**src/rtl/sram_read_arbiter.sv**
```systemverilog
// Two-requester round-robin arbiter for one synchronous-read SRAM port, with a bounded burst length.
// Define SRAM_RD_ARB_FIXED_PRIO_EN to make requester 0 always win contention.
module sram_read_arbiter #(
   parameter int ADDR_WIDTH = 12,
   parameter int DATA_WIDTH = 16,
   parameter int MAX_BURST  = 4
) (
   input  logic                  clk,
   input  logic                  reset,
   input  logic                  req0,
   input  logic                  req1,
   input  logic [ADDR_WIDTH-1:0] addr0,
   input  logic [ADDR_WIDTH-1:0] addr1,
   output logic                  gnt0,
   output logic                  gnt1,
   output logic                  rvalid0,
   output logic                  rvalid1,
   output logic [DATA_WIDTH-1:0] rdata0,
   output logic [DATA_WIDTH-1:0] rdata1,
   output logic [ADDR_WIDTH-1:0] sram_read_address,
   input  logic [DATA_WIDTH-1:0] sram_read_data,
   output logic                  arb_busy
);

   localparam logic [7:0] MAX_B = 8'(MAX_BURST);

   logic                  owner_q, owner_d;
   logic                  last_owner_q, last_owner_d;
   logic [7:0]            burst_cnt_q, burst_cnt_d;
   logic [1:0]            rv_pend_q, rv_pend_d;
   logic [ADDR_WIDTH-1:0] addr_q, addr_d;
   logic                  pick1;

   always_comb begin
      pick1 = req1;
      if (req0 && req1) begin
`ifdef SRAM_RD_ARB_FIXED_PRIO_EN
         pick1 = 1'b0;
`else
         // burst_cnt of 0 means nobody was granted last cycle
         if (burst_cnt_q == 8'd0)
            pick1 = ~last_owner_q;
         else if (burst_cnt_q < MAX_B)
            pick1 = owner_q;
         else
            pick1 = ~owner_q;
`endif
      end
      gnt0 = ~reset & req0 & ~pick1;
      gnt1 = ~reset & req1 & pick1;
      sram_read_address = gnt0 ? addr0 : (gnt1 ? addr1 : addr_q);

      owner_d      = owner_q;
      last_owner_d = last_owner_q;
      burst_cnt_d  = burst_cnt_q;
      if (gnt0 || gnt1) begin
         owner_d      = gnt1;
         last_owner_d = gnt1;
         if ((gnt1 != owner_q) || (burst_cnt_q == 8'd0))
            burst_cnt_d = 8'd1;
         else if (burst_cnt_q < MAX_B)
            burst_cnt_d = burst_cnt_q + 8'd1;
      end else begin
         burst_cnt_d = 8'd0;
      end
      rv_pend_d = {gnt1, gnt0};
      addr_d    = sram_read_address;
   end

   always_ff @(posedge clk or posedge reset) begin
      if (reset) begin
         owner_q      <= 1'b0;
         last_owner_q <= 1'b1;
         burst_cnt_q  <= 8'd0;
         rv_pend_q    <= 2'b00;
         addr_q       <= '0;
      end else begin
         owner_q      <= owner_d;
         last_owner_q <= last_owner_d;
         burst_cnt_q  <= burst_cnt_d;
         rv_pend_q    <= rv_pend_d;
         addr_q       <= addr_d;
      end
   end

   assign rvalid0  = rv_pend_q[0];
   assign rvalid1  = rv_pend_q[1];
   assign rdata0   = rv_pend_q[0] ? sram_read_data : '0;
   assign rdata1   = rv_pend_q[1] ? sram_read_data : '0;
   assign arb_busy = gnt0 | gnt1 | rvalid0 | rvalid1;

endmodule

```
**config.mk**
```make
export PLATFORM = sky130hd
export DESIGN_NAME = sram_read_arbiter
export DESIGN_NICKNAME = d
export VERILOG_FILES = /design/src/rtl/sram_read_arbiter.sv
export SDC_FILE = /design/constraint.sdc
export NUM_CORES = 1
export LEC_CHECK = 0
export ABC_CLOCK_PERIOD_IN_PS = 3020
export BUFFER_PORTS_ARGS = -buffer_cell sky130_fd_sc_hd__buf_2
export CAP_MARGIN = 20
export CORE_MARGIN = 2
export CORE_UTILIZATION = 30
export CTS_CLUSTER_SIZE = 24
export DETAILED_ROUTE_END_ITERATION = 10
export HOLD_SLACK_MARGIN = 0.08
export PLACE_DENSITY = 0.69
export SLEW_MARGIN = 0
export SYNTH_ARGS = -nofsm -noshare
export SYNTH_HDL_FRONTEND = slang
export SYNTH_SLANG_ARGS = --single-unit
export TNS_END_PERCENT = 1
```
**constraint.sdc**
```tcl
create_clock -name clk -period 3.02 [get_ports clk]
set_input_delay 0.604 -clock clk [delete_from_list [all_inputs] [get_ports clk]]
set_output_delay 0.604 -clock clk [all_outputs]
set_load 0.02 [all_outputs]
```
Yosys cells after proc, flatten, opt, wreduce, memory -nomap -nowiden
Cells that the tools add are included.
W data, S select, Z words.
{"block": "op_classes", "mul": 0, "add_sub_neg": 1, "n_eq_ne": 2, "magnitude_cmp": 1, "div_mod_pow": 0, "n_reduce_logical": 4, "shifts": 0, "n_bitwise": 11, "n_mux": 10}
{"op": "$mux W16", "n": 2}
{"op": "$mux W12", "n": 2}
{"op": "$mux W8", "n": 3}
{"op": "$add A8 B1 Y8 const B", "n": 1}
{"op": "$logic_not A8 Y1", "n": 1}
{"op": "$lt A8 B3 Y1 const B", "n": 1}
{"op": "$and A1 B1 Y1", "n": 4}
{"op": "$not A1 Y1", "n": 4}
{"op": "$mux W1", "n": 3}
{"op": "$ne A3 B1 Y1 const B", "n": 1}
{"op": "$or A1 B1 Y1", "n": 3}
{"op": "$logic_or A1 B1 Y1", "n": 2}
{"op": "$logic_and A1 B1 Y1", "n": 1}
{"op": "$ne A1 B1 Y1", "n": 1}
{"block": "totals", "memories": 0, "ram_bits": 0, "out_inout_bits": 49, "rom_bits": 0, "register_bits": 24, "latchBits": 0, "word_cells": 34, "inputBits": 44}

Longest topological paths before layout
Gate-level depths: netlist (run 1).
{"block": "depth", "word_depth": 9, "depth_mapped": 7, "ltp_nobuf": 6}

Worst setup path before layout (run 1)
Ideal clock, no wire load.
{"block": "synth_path", "kind": "input-to-output", "start": "input port reset", "end": "output port sram_read_address[10]", "path_stages": 5, "arrival_time_ns": 2.481, "setup_slack_ns": -0.065, "required_time_ns": 2.416, "path_buffers": 1, "cell_sequence": "inv_1 -> o2111ai_4 -> buf_6 -> or3b_1 -> a31oi_1"}
{"block": "synth_between", "elab_chain_cells": 5, "elab_cells_between_ends": 7, "cone_classes": "mux (2); bitwise (5)"}
{"item": "from (decl)", "line_no": "9", "source": "input logic reset,"}
{"item": "$not A1 Y1 *", "line_no": "49, 50"}
{"item": "$and A1 B1 Y1 (2 in a row)", "line_no": "50", "source": "gnt1 = ~reset & req1 & pick1;"}
{"item": "$mux W12", "line_no": "51", "source": "sram_read_address = gnt0 ? addr0 : (gnt1 ? addr1 : addr_q);"}
{"item": "$mux W12 *", "line_no": "51"}
{"item": "to (decl)", "line_no": "20", "source": "output logic [ADDR_WIDTH-1:0] sram_read_address,"}
Mark *: on every way between the ends. The rest lies on a longest branch, timed or not.

Final worst setup path (run 1)
{"block": "layout_path", "start": "register burst_cnt_q[0]", "end": "output port sram_read_address[11]"}
{"block": "layout_between", "elab_chain_cells": 7, "elab_cells_between_ends": 10, "cone_classes": "order compare (1); mux (5); bitwise (3); reduce/logical (1)"}
{"item": "from (decl)", "line_no": "29", "source": "logic [7:0] burst_cnt_q, burst_cnt_d;"}
{"item": "from (signal assigned)", "line_no": "80", "source": "burst_cnt_q <= burst_cnt_d;"}
{"item": "$lt A8 B3 Y1", "line_no": "43", "source": "else if (burst_cnt_q < MAX_B)"}
{"item": "$mux W1", "line_no": "43"}
{"item": "$mux W1 *", "line_no": "41", "source": "if (burst_cnt_q == 8'd0)"}
{"item": "$mux W1 *", "line_no": "36", "source": "if (req0 && req1) begin"}
{"item": "$and A1 B1 Y1 or $not A1 Y1 (tied branches)", "line_no": "50, 49"}
{"item": "$mux W12 or $and A1 B1 Y1 (tied branches)", "line_no": "51, 49"}
{"item": "$mux W12 *", "line_no": "51"}
Marked as above.

==> summary by stage, run 1 <==
Critical path
The kind of critical path is reg2out. The most repeated library cell on the critical path is sky130_fd_sc_hd__buf_4. STA classifies the critical path startpoint as a flop. At the worst endpoint, the required time is 2.42 ns. Data on the critical path arrives at its endpoint at 2.38 ns.

The slowest stage of the critical path is the sky130_fd_sc_hd__a311oi_1 cell. The critical path goes through inv_1 -> ha_1 -> nor2_1 -> o211ai_1 -> buf_4 -> a311oi_1 -> a31oi_4 -> buf_4. The stage delay of the slowest cell on the critical path is 0.48 ns. The type of destination of the critical path is an output pin.

Setup slack on the worst reg-to-reg path comes out at 0.96 ns. The maximum fanout count along the critical path is 6.

Layout
The layout cell share with drive strength beyond 1 is 48.46%. Excluding fillers, the count of instances in the completed layout stands at 330. The library cells used most frequently in the layout, excluding fill and tap cells, are 90 x sky130_fd_sc_hd__buf_2, 32 x sky130_fd_sc_hd__and2_1, 23 x sky130_fd_sc_hd__dfrtp_1, 14 x sky130_fd_sc_hd__buf_4, 12 x sky130_fd_sc_hd__o21ai_0. The count of inserted antenna diode cells is 0. The area growth from synthesis to layout is 47.07%. The net count reported at finish is 307. The number of fillers in the final layout is 498. After routing the design area is 0.002295 mm².

The most frequent standard cell in the layout excluding fill and tap cells is sky130_fd_sc_hd__buf_2.

Clock network
The hold-fix buffer count after cts is 0. The clock transition at the registers of the reported paths is 0.09 ns. The clock tree root driver cell is sky130_fd_sc_hd__clkbuf_8. CTS built an H-tree with a depth of 1. The clock reaches the later pin of the worst-skew pair after 0.27 ns.

The number of buffers on the longest clock path is 2. Counting the buffers created by CTS gives 3. The TritonCTS sink count is 24. The clock tree from TritonCTS is done.

Timing
The clock arrives with 0.009993 ns of skew. The worst-case setup margin in the final layout is 0.03846 ns. Summed over all failing endpoints, the final setup total negative slack is 0 ns. The number of hold violations in the final report is 0. The transition time at the pin with the least slew margin is 0.5478 ns. The final critical-path share of the clock period is 98.73%. The highest clock rate is 335.4 MHz. The normalized max-slew margin is 63.20%. The clock period could shrink to 2.982 ns. The final count of pins violating max slew is 0. Setup violations remaining at the end of the flow were counted as 0.

The worst hold slack is 0.3872 ns.

Power and ir drop
The leakage dissipation is 1.103 nW. The power density relative to cell area is 454.9 mW/mm². VDD sags by at most 269.3 µV.

Worst hold path
The worst hold path class is in2async.

Logic synthesis
The cell area that synthesis handed to floorplanning was 0.001560 mm². The post-synth net total is 205. In this run the mean area of a mapped cell was 9.813 µm².

Synthesis instantiated 32 different standard cells from the library. The register area share after synthesis is 38.57%. The number of synthesized register bits is 24. Synthesis handed over a netlist of 159 instances. The number of warnings issued by yosys is 0.

Drt
The count of nets left with antenna violations after detail routing is 0. The remaining routing DRC violations is 0. The iteration count of the initial detailed-routing pass is 4. Across all layers, the routed design uses 1,686 vias.

For this block, the routed nets add up to 4616 µm of wire. The wire length per cell after detailed routing is 13.99 µm. Dividing the detail-routed via count by the number of cells gives 5.109. The starting DRC count in detailed routing is 78.

Global route
The global-route wire length before repair is 7024 µm. The total routing usage reported by global routing is 14.47%. Global routing finished with a remaining overflow of 0. The pin count of the biggest net entering global routing is 28. The number of antenna violations at the first check in global routing was 0.

The number of global-route vias before repair is 1,545.

Place
The final weighted congestion in routability-driven placement is 0.8123. Port buffering added 92 buffers. The post-place setup slack is 0.2581 ns.

The cell area reported after detailed placement is 0.002088 mm². The placed wire-length estimate is 3189 µm. The total instance count after detailed placement is 316.

Floorplanning
Pin placement for this block handled 93 I/O pins. The full die area is 0.005793 mm². From bottom edge to top edge, the die measures 76.12 µm.

After floorplanning, the core was sized to cover 0.005075 mm². The effective utilization at floorplan is 30.74%. The floorplan has 26 rows.

The die span in x is 76.12 µm.

Job
The total of max-cap violations is 0.

Outcome
The flow ran to the end, and the final reports show no timing, DRC or antenna violations.
through the flow:
stage / power, mW / utilization [%]
after floorplan: 0.6102 / -
after global placement: 0.7262 / 41.15
after detailed placement: 0.7295 / 41.15
after CTS: 1.018 / 43.44
after global routing: 1.096 / 45.22
final: 1.044 / 45.22
where the power goes:
group | switching [mW] | total, mW | internal [mW] | leakage (nW)
Combinational | 0.223 | 0.372 | 0.149 | 0.769
Clock | 0.106 | 0.283 | 0.177 | 0.0357
Sequential | 0.0233 | 0.389 | 0.365 | 0.298
cells in the mapped netlist (all sizes together):
library cell	instances	area (µm²)
a21o	2	15.01
o211ai	2	15.01
a31o	1	17.52
nor2	5	18.77
or2	1	6.260
o21ai	12	60.06
a311oi	12	105.1
o21a	2	15.01
inv	4	15.01
or3b	12	105.1
dfrtp	23	575.6
nand2	4	15.01
and2	33	206.5
o311a	1	10.01
o2111ai	1	26.28
a31oi	12	75.07
a21oi	5	25.02
or4	1	7.510
nor3	2	15.01
nor4	3	33.78
o31ai	1	21.27
buf	4	42.53
o2111a	1	12.51
ha	2	25.02
dfstp	1	26.28
nor4b	5	43.79
clkbuf	7	26.28
path summary, 6_finish.rpt:
check | endpoint | cells past startpoint | from
max | sram_read_address[11] | 8 | burst_cnt_q[0]$_DFFE_PP0P_
min | addr_q[6]$_DFF_PP0_ | 3 | reset
max reg2reg | addr_q[11]$_DFF_PP0_ | 7 | burst_cnt_q[0]$_DFFE_PP0P_
min reg2reg | last_owner_q$_DFFE_PP1P_ | 1 | last_owner_q$_DFFE_PP1P_
max in group asynchronous | last_owner_q$_DFFE_PP1P_ | 3 | reset
min in group clk | last_owner_q$_DFFE_PP1P_ | 1 | last_owner_q$_DFFE_PP1P_
per-layer routing:
| metal | track usage [%] | vias up | routed length, µm |
|---|---|---|---|
| met5 | 0 | - | 0 |
| met3 | 3.318 | 4 | 284 |
| li1 | - | 814 | - |
| met2 | 25.09 | 60 | 2291 |
| met4 | 4.364 | 0 | 45 |
| met1 | 17.93 | 808 | 1995 |
area by class of cell:
| type | count | area [µm²] | share of cell area [%] |
|---|---|---|---|
| clock buffer | 3 | 41.29 | 1.799 |
| clock inverter | 1 | 30.03 | 1.309 |
| sequential | 24 | 601.8 | 26.23 |
| inverter | 4 | 18.77 | 0.8179 |
| timing repair buffer | 106 | 586.8 | 25.57 |
| tap | 70 | 87.58 | 3.817 |
| multi-input combinational | 122 | 928.4 | 40.46 |
worst max-delay path: cells and delay by family, from the launching register on:
family | cells | cell delay (ns)
AND/OR/NAND/NOR | 1 | 0.23
flip-flops | 1 | 0.38
buffers and inverters | 3 | 0.49
adder cells (fa/ha/maj) | 1 | 0.24
AO/OA/AOI/OAI | 3 | 0.77
repair_timing:
item                       4_1_cts  5_1_grt
resized for setup                4        6
gates cloned                     0        2
buffers inserted                 2        6
pin swaps                        3        3
setup endpoints to repair       13       12
registers in the layout, indices dropped and copies added (netlist names):
signal / count
burst_cnt_q: 8
addr_q: 12
rv_pend_q: 2
owner_q: 1
last_owner_q: 1
cell families after synthesis:
| logic type | share of synthesized area [%] |
|---|---|
| adder cells (fa/ha/maj) | 1.604 |
| AND/OR/NAND/NOR | 28.95 |
| flip-flops | 38.57 |
| buffers and inverters | 5.372 |
| AO/OA/AOI/OAI | 25.50 |
Note: power is estimated with default switching activity, not from simulation.
==> inputs of run 2 (changes only) <==
--- a/config.mk
+++ b/config.mk
@@ -5,7 +5,7 @@
 export SDC_FILE = /design/constraint.sdc
 export NUM_CORES = 1
 export LEC_CHECK = 0
-export ABC_CLOCK_PERIOD_IN_PS = 3020
+export ABC_CLOCK_PERIOD_IN_PS = 2750
 export BUFFER_PORTS_ARGS = -buffer_cell sky130_fd_sc_hd__buf_2
 export CAP_MARGIN = 20
 export CORE_MARGIN = 2
@@ -14,6 +14,7 @@
 export DETAILED_ROUTE_END_ITERATION = 10
 export HOLD_SLACK_MARGIN = 0.08
 export PLACE_DENSITY = 0.69
+export SETUP_SLACK_MARGIN = 0.15
 export SLEW_MARGIN = 0
 export SYNTH_ARGS = -nofsm -noshare
 export SYNTH_HDL_FRONTEND = slang
==> constraint.sdc (replaced) <==
create_clock -name clk -period 2.75 [get_ports clk]
set_input_delay 0.55 -clock clk [delete_from_list [all_inputs] [get_ports clk]]
set_output_delay 0.55 -clock clk [all_outputs]
set_load 0.02 [all_outputs]
==> summary by stage, run 2 (same netlist as run 1, synthesis figures left out) <==
Floorplanning
The die span in x is 76.12 µm (unchanged). The vertical die dimension is 76.12 µm (unchanged). The full die area is 0.005793 mm² (unchanged). The count of pins on the block boundary was 93 (unchanged).

The row count is 26 (unchanged). The area of the core is 0.005075 mm² (unchanged). The effective utilization at floorplan is 30.74% (unchanged).

Drt
The iteration count of the initial detailed-routing pass is 4 (unchanged). The overall via count from detail_route is 1,760 (was 1,686). The total wire length is 5154 µm (was 4616 µm). The met1 routed wirelength after detailed routing came to 2167 µm (was 1995 µm).

The starting DRC count in detailed routing came to 85 (was 78). The count of nets left with antenna violations after detail routing is 0 (unchanged). The post-detailed-route via-to-cell ratio is 5.254 (was 5.109). The wire length per cell after detailed routing was 15.39 µm (was 13.99 µm).

The remaining routing DRC violations is 0 (unchanged). The sum of met2 wire segment lengths after detailed routing was 2678 µm (was 2291 µm). The highest routing layer actually used was met4 (unchanged).

The met3 routed wirelength is 272 µm (was 284 µm).

Layout
The largest register by flop count is addr_q (unchanged). The count of inserted antenna diode cells came to 0 (unchanged). The post-synthesis to final-layout area growth is 60.14% (was 47.07%).

The most frequent standard cell in the layout excluding fill and tap cells is sky130_fd_sc_hd__buf_2 (unchanged). The flip-flop count of the largest register after layout was 12 (unchanged). The non-filler instance count after layout is 335 (was 330). The layout cell share with drive strength beyond 1 came to 56.23% (was 48.46%). The core occupancy in the finished layout was 49.24% (was 45.22%). The net count reported at finish is 312 (was 307). Most frequent cells in the layout: 80 x sky130_fd_sc_hd__buf_2, 32 x sky130_fd_sc_hd__and2_1, 23 x sky130_fd_sc_hd__dfrtp_1, 23 x sky130_fd_sc_hd__buf_4, 12 x sky130_fd_sc_hd__o21ai_0 (was 90 x sky130_fd_sc_hd__buf_2, 32 x sky130_fd_sc_hd__and2_1, 23 x sky130_fd_sc_hd__dfrtp_1, 14 x sky130_fd_sc_hd__buf_4, 12 x sky130_fd_sc_hd__o21ai_0). Largest registers: addr_q x12, burst_cnt_q x8, rv_pend_q x2 (unchanged). The number of fillers in the final layout came to 484 (was 498). The total non-filler cell area in the finished layout is 0.002499 mm² (was 0.002295 mm²).

Place
The placed wire-length estimate is 3361 µm (was 3189 µm). The number of buffers added on ports is 92 (unchanged). The post-place setup slack is 0.03320 ns (was 0.2581 ns). The total instance count after detailed placement is 319 (was 316). The final weighted congestion in routability-driven placement is 0.7975 (was 0.8123). The cell area reported after detailed placement is 0.002117 mm² (was 0.002088 mm²).

Critical path
The number of cells traversed by the worst register-to-register path is 6 (was 7). The register-to-register setup slack is 0.75 ns (was 0.96 ns). The kind of critical path is reg2out (unchanged). The data required time at the worst endpoint is 2.20 ns (was 2.42 ns). The maximum fanout count along the critical path is 7 (was 6). The capture point of the worst reg-to-reg path was burst_cnt_q[0]$_DFFE_PP0P_ (was addr_q[11]$_DFF_PP0_). The slowest stage cell on the critical path is sky130_fd_sc_hd__or4_4 (was sky130_fd_sc_hd__a311oi_1).

List of cells traversed by the critical path: or4_4 -> o31ai_4 -> buf_6 -> a31o_4 -> a31oi_2 -> buf_4 (was inv_1 -> ha_1 -> nor2_1 -> o211ai_1 -> buf_4 -> a311oi_1 -> a31oi_4 -> buf_4). The kind of start point of the critical path is a flop (unchanged). The data arrival time of the critical path is 2.26 ns (was 2.38 ns). The stage delay of the slowest cell on the critical path was 0.58 ns (was 0.48 ns). The type of destination of the critical path is an output pin (unchanged). The source of the worst register-to-register timing path is burst_cnt_q[0]$_DFFE_PP0P_ (unchanged).

Timing
The worst-case setup margin in the final layout is -0.06380 ns (was 0.03846 ns). The number of hold violations in the final report came to 0 (unchanged). The worst clock skew is 0.01385 ns (was 0.009993 ns).

The final count of pins violating max slew was 0 (unchanged). The final critical path takes up 102.3% of the cycle. The normalized max-slew margin came to 68.13% (was 63.20%). The final setup violation count is 13 (was 0). Setup repair after global routing could not meet its margin everywhere.

The transition time at the pin with the least slew margin is 0.4754 ns (was 0.5478 ns). The clock period minus final worst setup slack is 2.814 ns. The highest clock rate is 355.4 MHz.

Global route
The number of global-route vias before repair is 1,775 (was 1,545). The leftover overflow at the end of global routing is 0 (unchanged). The total routing usage reported by global routing is 17.52% (was 14.47%).

The number of antenna violations at the first check in global routing is 0 (unchanged). The pin count of the biggest net entering global routing is 19 (was 28). The global-route wire length before repair is 8390 µm (was 7024 µm).

Job
The total of max-cap violations was 0 (unchanged).

Clock network
The number of buffers on the longest clock path was 2 (unchanged). The clock tree root driver cell is sky130_fd_sc_hd__clkbuf_8 (unchanged). The clock tree from TritonCTS is done (unchanged).

The deepest level of the CTS H-tree was 1 (unchanged). The clock transition at the registers of the reported paths is 0.09 ns (about the same). The insertion delay of the later-clocked pin in the worst-skew pair is 0.28 ns (was 0.27 ns). The TritonCTS sink count is 24 (unchanged). The total CTS buffers came to 3 (unchanged).

Outcome
Outcome: finished, violations left (was complete, no violations). The checks that failed: setup timing.

Power and ir drop
The leakage dissipation came to 1.150 nW (was 1.103 nW). The maximum resistive drop on vdd is 259.6 µV (was 269.3 µV). The power density relative to cell area is 492.0 mW/mm² (was 454.9 mW/mm²).

Worst hold path
The worst hold path class is in2async (unchanged).
==> run 2: cell types whose count changed in the layout (fill, tap and decap cells not counted), moves of 4 or more <==
cell                       previous run  this run
sky130_fd_sc_hd__a31oi_2              0         9
sky130_fd_sc_hd__a311oi_1            11         7
sky130_fd_sc_hd__buf_2               90        80
sky130_fd_sc_hd__a311oi_2             1         5
sky130_fd_sc_hd__a31oi_1             11         0
sky130_fd_sc_hd__buf_6                1         7
sky130_fd_sc_hd__buf_4               14        23
==> run 2: routing by layer <==
metal  vias up  track usage, %
met5         -               0
met4         0           4.182
met3         4           4.265
met2        63           32.32
met1       866           20.40
li1        827               -
==> run 2: repair_timing <==
item                       CTS  global route
cloned                       5             0
pin swaps                   16             1
resized for setup           44             7
buffers inserted             7             0
hold buffers                 0             0
setup endpoints to repair   14            14
==> run 2: worst max-delay path by stage <==
stage	end	cells past startpoint	slack (ns)	from
CTS	sram_read_address[8]	7	-0.06	burst_cnt_q[7]$_DFFE_PP0P_
global route	sram_read_address[9]	7	-0.14	burst_cnt_q[7]$_DFFE_PP0P_
finish	sram_read_address[8]	6	-0.06	burst_cnt_q[4]$_DFFE_PP0P_
floorplan	sram_read_address[4]	5	0.15	reset
detailed placement	sram_read_address[0]	7	0.03	burst_cnt_q[0]$_DFFE_PP0P_
global placement	sram_read_address[0]	7	0.13	burst_cnt_q[0]$_DFFE_PP0P_
==> run 2: report_power, final <==
part	total (mW)	switching (mW)	internal (mW)
clock	0.313	0.118	0.195
combinational	0.485	0.279	0.207
sequential	0.431	0.0293	0.401
total	1.23	0.427	0.803
==> run 2: metrics by stage <==
| stage | power (mW) | hold WS (ns) | setup TNS [ns] |
|---|---|---|---|
| floorplan | 0.6722 | 0.4549 | 0 |
| detailed placement | 0.8107 | 0.5041 | 0 |
| global route | 1.286 | 0.3407 | -1.458 |
| CTS | 1.215 | 0.3210 | -0.2742 |
| global placement | 0.8032 | 0.5014 | 0 |
| finish | 1.229 | 0.3313 | -0.5145 |
==> run 2: critical path: cells and delay by family (launching register included) <==
family          cells  cell delay, ns
buf+inv             2            0.35
simple gates        1            0.58
compound gates      3            0.62
flops               1            0.43
==> run 2: area by class of cell <==
type	count	area [µm²]	share of cell area, %
multi-input combinational	123	1067	42.71
clock buffer	3	41.29	1.652
tap	70	87.58	3.505
sequential	24	601.8	24.09
inverter	4	18.77	0.7511
clock inverter	1	30.03	1.202
timing repair buffer	110	651.9	26.09
==> inputs of run 3 (changes only) <==
--- a/config.mk
+++ b/config.mk
@@ -8,7 +8,6 @@
 export ABC_CLOCK_PERIOD_IN_PS = 2750
 export BUFFER_PORTS_ARGS = -buffer_cell sky130_fd_sc_hd__buf_2
 export CAP_MARGIN = 20
-export CORE_MARGIN = 2
 export CORE_UTILIZATION = 30
 export CTS_CLUSTER_SIZE = 24
 export DETAILED_ROUTE_END_ITERATION = 10
==> summary by stage, run 3 (same netlist as run 1, synthesis figures left out) <==
Outcome
Outcome: finished, violations left (unchanged). Violated checks: setup timing (unchanged).

Global route
The pin count of the biggest net entering global routing is 19 (unchanged). The leftover overflow at the end of global routing is 0 (unchanged). The total routing usage reported by global routing is 18.43% (was 17.52%). The met3 capacity usage during global routing was 3.659% (was 4.265%). The number of antenna violations at the first check in global routing was 0 (unchanged). The global-route wire length before repair is 7583 µm (was 8390 µm). The number of global-route vias before repair is 1,563 (was 1,775). The met1 usage in global routing is 22.51% (was 20.40%). The met2 capacity usage during global routing came to 32.42% (was 32.32%). The most heavily used metal layer in global routing is met2 (unchanged).

Drt
The remaining routing DRC violations is 0 (unchanged). The total wire length is 4993 µm (was 5154 µm). The iteration count of the initial detailed-routing pass is 4 (unchanged).

The count of nets left with antenna violations after detail routing was 0 (unchanged). The wire length per cell after detailed routing was 14.90 µm (was 15.39 µm). The post-detailed-route via-to-cell ratio came to 5.263 (was 5.254). The overall via count from detail_route was 1,763 (was 1,760). The starting DRC count in detailed routing is 30 (was 85).

Place
The post-place setup slack is 0.05674 ns (was 0.03320 ns). The final weighted congestion in routability-driven placement is 0.7584 (was 0.7975). The number of buffers added on ports is 92 (unchanged). The placed wire-length estimate is 3225 µm (was 3361 µm). The cell area reported after detailed placement came to 0.002113 mm² (was 0.002117 mm²).

Power and ir drop
The relative contribution of the clock network to total power is 21.6% (was 25.5%). The sequential fraction of design power came to 37.9% (was 35.0%). The leakage dissipation is 1.143 nW (was 1.150 nW).

The switching part of the total is 36.02% (was 34.69%). The power density relative to cell area is 467.0 mW/mm² (was 492.0 mW/mm²). The total net switching power is 407.8 µW (was 426.5 µW). The proportion of power drawn by combinational gates is 40.5% (was 39.5%). The maximum resistive drop on vdd is 302.9 µV (was 259.6 µV).

The internal portion of total power is 724.5 µW (was 802.9 µW).

Critical path
The slowest stage cell on the critical path was sky130_fd_sc_hd__dfrtp_1 (was sky130_fd_sc_hd__or4_4). List of cells traversed by the critical path: nor4_4 -> buf_4 -> o2111ai_4 -> buf_6 -> or3b_4 -> a31oi_4 -> buf_6 (was or4_4 -> o31ai_4 -> buf_6 -> a31o_4 -> a31oi_2 -> buf_4). Counting stages on the worst path, the most repeated cell is sky130_fd_sc_hd__buf_6. The maximum fanout count along the critical path is 6 (was 7). The kind of critical path is reg2out (unchanged). The first element of the critical path was burst_cnt_q[4]$_DFFE_PP0P_ (unchanged). The capture point of the worst reg-to-reg path is burst_cnt_q[0]$_DFFE_PP0P_ (unchanged). The stage delay of the slowest cell on the critical path is 0.42 ns (was 0.58 ns).

The data arrival time of the critical path is 2.24 ns (was 2.26 ns). The number of cells traversed by the worst register-to-register path is 9 (was 6). The register-to-register setup slack is 0.35 ns (was 0.75 ns).

The kind of start point of the critical path is a flop (unchanged). The type of destination of the critical path was an output pin (unchanged). The source of the worst register-to-register timing path is burst_cnt_q[4]$_DFFE_PP0P_ (was burst_cnt_q[0]$_DFFE_PP0P_). The data required time at the worst endpoint is 2.20 ns (about the same).

Layout
The most frequent standard cell in the layout excluding fill and tap cells is sky130_fd_sc_hd__buf_2 (unchanged). Most frequent cells in the layout: 83 x sky130_fd_sc_hd__buf_2, 32 x sky130_fd_sc_hd__and2_1, 24 x sky130_fd_sc_hd__buf_4, 23 x sky130_fd_sc_hd__dfrtp_1, 12 x sky130_fd_sc_hd__a311oi_1 (was 80 x sky130_fd_sc_hd__buf_2, 32 x sky130_fd_sc_hd__and2_1, 23 x sky130_fd_sc_hd__dfrtp_1, 23 x sky130_fd_sc_hd__buf_4, 12 x sky130_fd_sc_hd__o21ai_0). The post-synthesis to final-layout area growth was 55.41% (was 60.14%). The layout cell share with drive strength beyond 1 was 54.10% (was 56.23%).

The count of inserted antenna diode cells is 0 (unchanged). The largest register by flop count is addr_q (unchanged). The total non-filler cell area in the finished layout is 0.002425 mm² (was 0.002499 mm²). Largest registers: addr_q x12, burst_cnt_q x8, rv_pend_q x2 (unchanged). The net count reported at finish is 315 (was 312). The flip-flop count of the largest register after layout is 12 (unchanged).

Timing
The number of hold violations in the final report came to 0 (unchanged). The highest clock rate is 358.0 MHz (was 355.4 MHz). The final count of pins violating max slew came to 0 (unchanged). The transition time at the pin with the least slew margin came to 0.5075 ns (was 0.4754 ns). The worst clock skew is 0.003393 ns (was 0.01385 ns). The clock period minus final worst setup slack was 2.793 ns (was 2.814 ns). The aggregate negative setup slack is -0.07742 ns (was -0.5145 ns). The final critical-path share of the clock period was 101.6% (was 102.3%).

The final setup violation count is 5 (was 13). RSZ-0062 raised after global routing: yes (unchanged). The worst-case setup margin in the final layout is -0.04347 ns (was -0.06380 ns). The normalized max-slew margin came to 65.98% (was 68.13%).

Floorplanning
The vertical die dimension is 74.12 µm (was 76.12 µm). The full die area came to 0.005493 mm² (was 0.005793 mm²). The die span in x is 74.12 µm (was 76.12 µm). The row count is 25 (was 26). The count of pins on the block boundary is 93 (unchanged). The effective utilization at floorplan came to 32.18% (was 30.74%). The area of the core was 0.004848 mm² (was 0.005075 mm²).

Worst hold path
The worst hold path class is in2async (unchanged).

Clock network
The TritonCTS sink count came to 24 (unchanged). The clock tree root driver cell is sky130_fd_sc_hd__clkbuf_8 (unchanged). The insertion delay of the later-clocked pin in the worst-skew pair is 0.27 ns (was 0.28 ns). The number of buffers on the longest clock path was 2 (unchanged). The clock tree from TritonCTS is done (unchanged). The clock transition at the registers of the reported paths is 0.08 ns (was 0.09 ns).

The deepest level of the CTS H-tree is 1 (unchanged). The total CTS buffers is 3 (unchanged). The hold-fix buffer count after cts is 0 (unchanged).

Job
The total of max-cap violations is 0 (unchanged).
==> run 3: changes by cell type in the layout (fill, tap and decap cells not counted), moves of 2 or more <==
cell,previous run,this run
sky130_fd_sc_hd__a311oi_1,7,12
sky130_fd_sc_hd__a311oi_2,5,0
sky130_fd_sc_hd__a31oi_1,0,3
sky130_fd_sc_hd__buf_2,80,83
sky130_fd_sc_hd__o21ai_0,12,9
sky130_fd_sc_hd__o21ai_1,0,3
sky130_fd_sc_hd__a31oi_2,9,7
sky130_fd_sc_hd__buf_6,7,5
==> run 3: worst max-delay path by stage <==
stage | end | slack, ns | cells past startpoint
global placement | sram_read_address[0] | 0.12 | 7
floorplan | sram_read_address[4] | 0.15 | 5
detailed placement | sram_read_address[11] | 0.06 | 7
CTS | sram_read_address[4] | -0.03 | 7
global route | sram_read_address[1] | -0.15 | 7
finish | sram_read_address[1] | -0.04 | 7
==> run 3: worst max-delay path: cells and delay by family (launching register included) <==
family                 cells  cell delay (ns)
AOI/OAI and AO/OA          2             0.36
DFF                        1             0.42
and+or+nand+nor            2             0.68
buffers and inverters      3             0.49
==> run 3: per-stage QoR <==
stage	total power, mW	util, %	instances	hold slack [ns]
after floorplan	0.6722	-	159	0.4549
after global placement	0.8028	43.59	316	0.5011
after detailed placement	0.8082	43.59	316	0.5030
after CTS	1.101	47.95	332	0.3271
after global routing	1.198	50.01	335	0.3416
final	1.132	50.01	335	0.3353
==> run 3: layout make-up <==
| class | count | area [µm²] |
|---|---|---|
| clock buffer | 4 | 55.05 |
| fill | 460 | 2424 |
| inverter | 4 | 18.77 |
| multi-input combinational | 123 | 1008 |
| sequential | 24 | 601.8 |
| tap | 67 | 83.83 |
| timing repair buffer | 113 | 656.9 |
==> run 3: metal layers <==
| layer | vias up | routed length (µm) |
|---|---|---|
| met3 | 7 | 324 |
| met2 | 68 | 2509 |
| met4 | 0 | 74 |
| met5 | - | 0 |
| met1 | 856 | 2086 |
| li1 | 832 | - |
==> run 3: timing repair <==
item,in CTS,in global routing
pin swaps,14,6
cloned,3,0
gates resized for setup,16,20
setup buffers,9,3
endpoints found under the setup margin,14,14
==> run 3: power groups by stage <==
stage          clock [mW]  combinational [mW]  sequential [mW]
6_report            0.245               0.459            0.429
5_1_grt             0.269               0.492            0.437
4_1_cts             0.257               0.416            0.429
3_5_place_dp            0               0.374            0.434
3_3_place_gp            0               0.369            0.434
2_1_floorplan           0               0.246            0.427
